--- src/rtl/sap1_pkg.sv ---
// Shared SAP-1 definitions: RAM geometry defaults and the RAM-arbiter state encoding.
package sap1_pkg;

  localparam int SAP1_ADDR_W = 4;
  localparam int SAP1_DATA_W = 8;

  typedef enum logic [1:0] {
    ST_IDLE    = 2'b00,
    ST_PENDING = 2'b01,
    ST_WRITE   = 2'b10
  } arb_state_t;

endpackage

--- src/rtl/sap1_starve_counter.sv ---
// Wait counter for a loader write held off by the CPU; flags the cycle the write must be forced.
module sap1_starve_counter #(
  parameter int STARVE_LIMIT = 6
) (
  input  logic CLK,
  input  logic CLR,
  input  logic clr,
  input  logic inc,
  output logic at_limit
);

  localparam int CW = (STARVE_LIMIT < 1) ? 1 : $clog2(STARVE_LIMIT + 1);
  localparam logic [CW-1:0] LAST = CW'((STARVE_LIMIT > 0) ? STARVE_LIMIT - 1 : 0);

  logic [CW-1:0] wait_cnt;

  always_ff @(negedge CLK or negedge CLR) begin
    if (!CLR) begin
      wait_cnt <= '0;
    end else if (clr) begin
      wait_cnt <= '0;
    end else if (inc) begin
      wait_cnt <= wait_cnt + 1'b1;
    end
  end

  // A zero limit means the write is never deferred.
  assign at_limit = (STARVE_LIMIT == 0) || (wait_cnt == LAST);

endmodule

--- src/rtl/sap1_ram_arbiter.sv ---
// Shares the SAP-1 RAM between the CPU and a program loader; CPU first, loader forced after a bounded wait.
//
// state   | meaning
// IDLE    | loader ready; CPU owns the RAM
// PENDING | loader write latched, waiting for a free cycle or the starvation limit
// WRITE   | one-cycle loader write; CPU stalled if it wanted the RAM
module sap1_ram_arbiter
  import sap1_pkg::*;
#(
  parameter int ADDR_W       = SAP1_ADDR_W,
  parameter int DATA_W       = SAP1_DATA_W,
  parameter int STARVE_LIMIT = 6
) (
  input  logic              CLK,
  input  logic              CLR,
  input  logic              cpu_req,
  input  logic [ADDR_W-1:0] cpu_addr,
  input  logic              ldr_valid,
  input  logic [ADDR_W-1:0] ldr_addr,
  input  logic [DATA_W-1:0] ldr_data,
  output logic              ldr_ready,
  output logic              ldr_done,
  output logic [ADDR_W-1:0] ram_addr,
  output logic [DATA_W-1:0] ram_wdata,
  output logic              ram_we,
  output logic              ram_oe,
  output logic              cpu_stall,
  output logic [ADDR_W:0]   wr_count,
  output logic              load_full
);

  localparam logic [ADDR_W:0] WR_FULL = {1'b1, {ADDR_W{1'b0}}};

  arb_state_t        state, state_nxt;
  logic [ADDR_W-1:0] lat_addr;
  logic [DATA_W-1:0] lat_data;
  logic              accept;
  logic              in_write;
  logic              cnt_inc;
  logic              at_limit;

  assign accept   = (state == ST_IDLE) && ldr_valid;
  assign in_write = (state == ST_WRITE);

  sap1_starve_counter #(
    .STARVE_LIMIT(STARVE_LIMIT)
  ) u_starve (
    .CLK     (CLK),
    .CLR     (CLR),
    .clr     (accept),
    .inc     (cnt_inc),
    .at_limit(at_limit)
  );

  always_comb begin
    state_nxt = state;
    cnt_inc   = 1'b0;
    case (state)
      ST_IDLE: begin
        if (ldr_valid) begin
          state_nxt = (!cpu_req || STARVE_LIMIT == 0) ? ST_WRITE : ST_PENDING;
        end
      end
      ST_PENDING: begin
        if (!cpu_req || at_limit) begin
          state_nxt = ST_WRITE;
        end else begin
          cnt_inc = 1'b1;
        end
      end
      ST_WRITE: state_nxt = ST_IDLE;
      default:  state_nxt = ST_IDLE;
    endcase
  end

  always_ff @(negedge CLK or negedge CLR) begin
    if (!CLR) begin
      state    <= ST_IDLE;
      lat_addr <= '0;
      lat_data <= '0;
      wr_count <= '0;
    end else begin
      state <= state_nxt;
      if (accept) begin
        lat_addr <= ldr_addr;
        lat_data <= ldr_data;
      end
      if (in_write && wr_count != WR_FULL) begin
        wr_count <= wr_count + 1'b1;
      end
    end
  end

  // Everything loader-facing is gated by state, so a reset mid-write cannot leave ram_we high.
  assign ldr_ready = (state == ST_IDLE);
  assign ldr_done  = in_write;
  assign ram_we    = in_write;
  assign ram_oe    = cpu_req && !in_write;
  assign cpu_stall = cpu_req && in_write;
  assign ram_addr  = in_write ? lat_addr : cpu_addr;
  assign ram_wdata = in_write ? lat_data : '0;
  assign load_full = (wr_count == WR_FULL);

endmodule
--- config.mk ---
export PLATFORM = sky130hd
export DESIGN_NAME = sap1_ram_arbiter
export DESIGN_NICKNAME = d
export VERILOG_FILES = /design/src/rtl/sap1_pkg.sv /design/src/rtl/sap1_starve_counter.sv /design/src/rtl/sap1_ram_arbiter.sv
export SDC_FILE = /design/constraint.sdc
export NUM_CORES = 1
export LEC_CHECK = 0
export ABC_AREA = 1
export CAP_MARGIN = 15
export CORE_MARGIN = 4
export CORE_UTILIZATION = 35
export DETAILED_ROUTE_END_ITERATION = 8
export GPL_TIMING_DRIVEN = 0
export PLACE_DENSITY_LB_ADDON = 0.2
export SYNTH_ARGS = -nofsm -noshare
export SYNTH_HDL_FRONTEND = slang
export SYNTH_SLANG_ARGS = --single-unit
--- constraint.sdc ---
create_clock -name CLK -period 1.5 [get_ports CLK]
set_input_delay 0.45 -clock CLK [delete_from_list [all_inputs] [get_ports CLK]]
set_output_delay 0.45 -clock CLK [all_outputs]
set_load 0.02 [all_outputs]
# After elaboration in Yosys (flattened, before gate mapping)
# Index checks and enable logic that the tools add are counted.
# totals
ff_bits,22
in_bits,20
output_inout_bits,23
# op_classes
n_addsub,2
n_eq_ne,7
muxes,10
reduce_logical,10
# ops
operator,count
$mux 8,1
$mux 2,3
$mux 3,2
$add 5x1->5 const B,1
$eq 5x5->1 const B,1
$ne 5x5->1 const B,1
$logic_and 1x1->1,4
$mux 4,1
$ne 2x2->1 const B,2
$pmux 2 s2,1
$add 3x1->3 const B,1
$eq 3x3->1 const B,1
$eq 2x1->1 const B,1
$eq 2x2->1 const B,1
$logic_not 1->1,2
$logic_not 2->1,1
$mux 1,2
$reduce_and 2->1,1
$reduce_bool 2->1,1
$logic_or 1x1->1,1

# Longest topological paths before layout
# depth
ltp_word,6
ltp_mapped,8
mapped_depth_nobuf,8

# By module
# Synthesis repeated with hierarchy kept, for this count alone.
# hier_totals
cells_unflattened,152
hier_area_um2,1238.7
# modules_own_cells
mod,instances,cells_each,area_per_inst_um2
sap1_ram_arbiter,1,131,1064.8
sap1_starve_counter,1,21,173.9

==> metrics.md <==
| Metric | Value |
|---|---|
| Status | finished with violations |
| Failing checks | negative setup slack |
| Clk_lat worst skew | 300 ps |
| Max Cap Violations | 0 |
| Pre-CTS setup slack | -1420 ps |
| Die height | 66.52 µm |
| First-pass GRT wire length | 6.120 mm |
| Hold crit path type | register to register |
| Horiz. Die Dim | 66.52 µm |
| Vias | 1288 |
| Initial drt markers | 30 |
| Largest cells by area after synthesis | dfrtn_1 (46%), nand2_1 (18%), inv_1 (7.2%) |
| Clk buf depth | 2 |
| Unrepaired setup endpoints after global routing | yes |
| WS Path Type | register to primary output |
| Layout Nets | 258 |
| First-pass detailed-route iteration total | 4 |
| Vias in the first global route | 1367 |
| CP endpoint kind | primary output |
| TritonCTS clock tree | done |
| Worst hold start | lat_addr[2]$_DFFE_NN0P_ |
| Placement Cell Area | 1788 µm² |
| Die ar. | 4425 µm² |
| Antenna Cells | 0 |
| Routed WL | 3.834 mm |
| Top cell type's share of synthesized area | 45.93% |
| Worst-path maximum fanout | 5 |
| CP startpoint kind | register |
| Count of input and output buffers | 42 |
| Root Driver | clkbuf_4 |
| # setup viols final | 37 |
| Headroom to the max-slew limit | 62.01% |
| Syn Nets | 182 |
| Main synth FF type | dfrtn_1 |
| Max stage delay on crit path | 510 ps |
| Row count | 20 |
| CP cell instances | nand2_8 > buf_12 > nand2_4 > nand2_2 > buf_6 |
| All-Layer GR Usage | 18.11% |
| Post-synth EDFFs | 0 |
| Antenna-violating nets left | 0 |
| Syn Inst Count | 158 |
| Synth async-reset ratio | 100.0% |
| WP buf/inv | 2 |
| DR WL/cell | 13.84 µm |
| Met2 wire len | 2.106 mm |
| Synth warnings | 0 |
| Leakage power | 1.208 nW |
| Vias per inst | 4.650 |
| Initial antenna violation count | 0 |
| Post-Route Setup TNS | -21780 ps |
| Required @ worst endpoint | 1050 ps |
| Layout Cells excl Fill | 277 |
| Grt total ovfl | 0 |
| Syn-to-layout area delta | 96.14% |
| HPWL after detailed placement | 2.243 mm |
| Reg-to-reg startpoint | state[1]$_DFFE_NN0P_ |
| Largest net degree at the start of global routing | 23 |
| Num CTS Buffers | 3 |
| IO Pins | 43 |
| Total power | 0.002765 W |
| Worst slew pin tran | 569.9 ps |
| Pwr/cell area | 1176 nW/µm² |
| Dpl cells | 244 |
| Yosys reg bits | 22 |
| Initial core utilization | 38.02% |
| Syn_area_per_cell | 7.586 µm² |
| Critical-path top delay cell | dfrtn_1 |
| Final Hold Vio Count | 0 |
| Max Slew Vio Count | 0 |
| Max H-tree Level | 1 |
| Post-synth top area cell | dfrtn_1 |
| Drt drc | 0 |
| Crit path launch | state[1]$_DFFE_NN0P_ |
| Met3 WL | 138 µm |
| Top-count cell post-synth | nand2_1 |
| Yosys cell types | 18 |
| Sequential fraction of the synthesis area | 45.93% |
| Finished Cell Area | 2351 µm² |
| Share of layout cells above drive strength 1 | 54.94% |
| M1 WL | 1.534 mm |
| Clock skew | 3.755 ps |
| CP Data Arrival Time | 2090 ps |
| Synthesized area | 1199 µm² |
| Peak supply drop | 0.5396 mV |
| Critical path's top delay family | flip-flops |
| Routability Congestion | 0.7474 |
| Sink Count | 22 |
| Core Area | 3153 µm² |
| Setup ws final | -1039 ps |
| Clock transition at path regs | 80 ps |
| Max layer used | met4 |
| Synth cell count leaders | nand2_1 (58), inv_1 (23), dfrtn_1 (22), nor2_1 (15), nand3_1 (10) |
[through the flow]
step           hold WS, ps  util (%)
2_1_floorplan        409.7         -
3_3_place_gp         422.7     56.71
3_5_place_dp         425.3     56.71
4_1_cts              429.4     69.29
5_1_grt              468.3     74.56
6_report             429.3     74.56
[path summary, 6_finish.rpt]
| path | end | slack, ps | cells past startpoint |
|---|---|---|---|
| max | ram_addr[2] | -1040 | 5 |
| min | lat_addr[2]$_DFFE_NN0P_ | 430 | 2 |
| max reg2reg | lat_data[1]$_DFFE_NN0P_ | 80 | 8 |
| min reg2reg | lat_addr[2]$_DFFE_NN0P_ | 430 | 2 |
| max in group asynchronous | wr_count[2]$_DFFE_NN0P_ | 240 | 1 |
| min in group asynchronous | wr_count[4]$_DFFE_NN0P_ | 850 | 1 |
[cells by family after synthesis]
family,count (synthesis),share of synthesized area (%)
AOI/OAI and AO/OA,12,6.889
xor gates and xnor gates,1,0.7308
adders and majority gates,4,4.176
buffers and inverters,29,10.96
DFF,22,45.93
and+or+nand+nor,90,31.32
[flip-flops by register name, summed over array words and instances (netlist names)]
signal             count
lat_data               8
lat_addr               4
wr_count               5
u_starve.wait_cnt      3
state                  2
[worst register-to-register path, stage by stage (launching register included)]
cell and delay, ps:
dfrtn_1 510, buf_4 180, nor2_4 40, buf_4 140
nand2_8 90, clkinv_8 80, buf_12 150, nand2_2 50
o21ai_1 50
[metal layers]
metal / vias up / global-route usage (%)
li1: 638 / -
met1: 613 / 20.42
met2: 31 / 34.45
met3: 6 / 3.373
met4: 0 / 4.569
met5: - / 0
[repair_timing]
| item | in CTS | in global routing |
|---|---|---|
| gates resized for setup | 200 | 29 |
| setup buffers | 20 | 7 |
| pin swaps | 19 | 12 |
| endpoints found under the setup margin | 62 | 36 |
| endpoints found under the hold margin | 0 | 0 |
| hold buffers | 0 | 0 |
| gates cloned | 3 | 0 |
[layout make-up]
type	instances	area (µm²)
Tap cell	44	55.05
Fill cell	234	802.0
Buffer	4	66.31
Inverter	25	122.6
Timing Repair Buffer	71	750.7
Multi-Input combinational cell	107	769.5
Sequential cell	22	550.5
Clock buffer	4	36.28
[layout by cell type, fill, tap and decap left out, types with 4 or more instances in the layout]
master,n
nor2_4,9
inv_2,6
nand2_1,29
nand3_1,8
buf_4,20
dlygate4sd2_1,12
clkdlybuf4s50_1,4
nand2_4,11
inv_1,16
o21ai_2,7
buf_6,30
dfrtn_1,22
nand2_2,19
nor2_1,5
[power breakdown]
part / internal [W] / switching, W
logic: 0.000786 / 0.000784
registers: 0.000744 / 0.000116
clock network: 0.000148 / 0.000187
No activity file was read; power rests on OpenSTA's default activity.
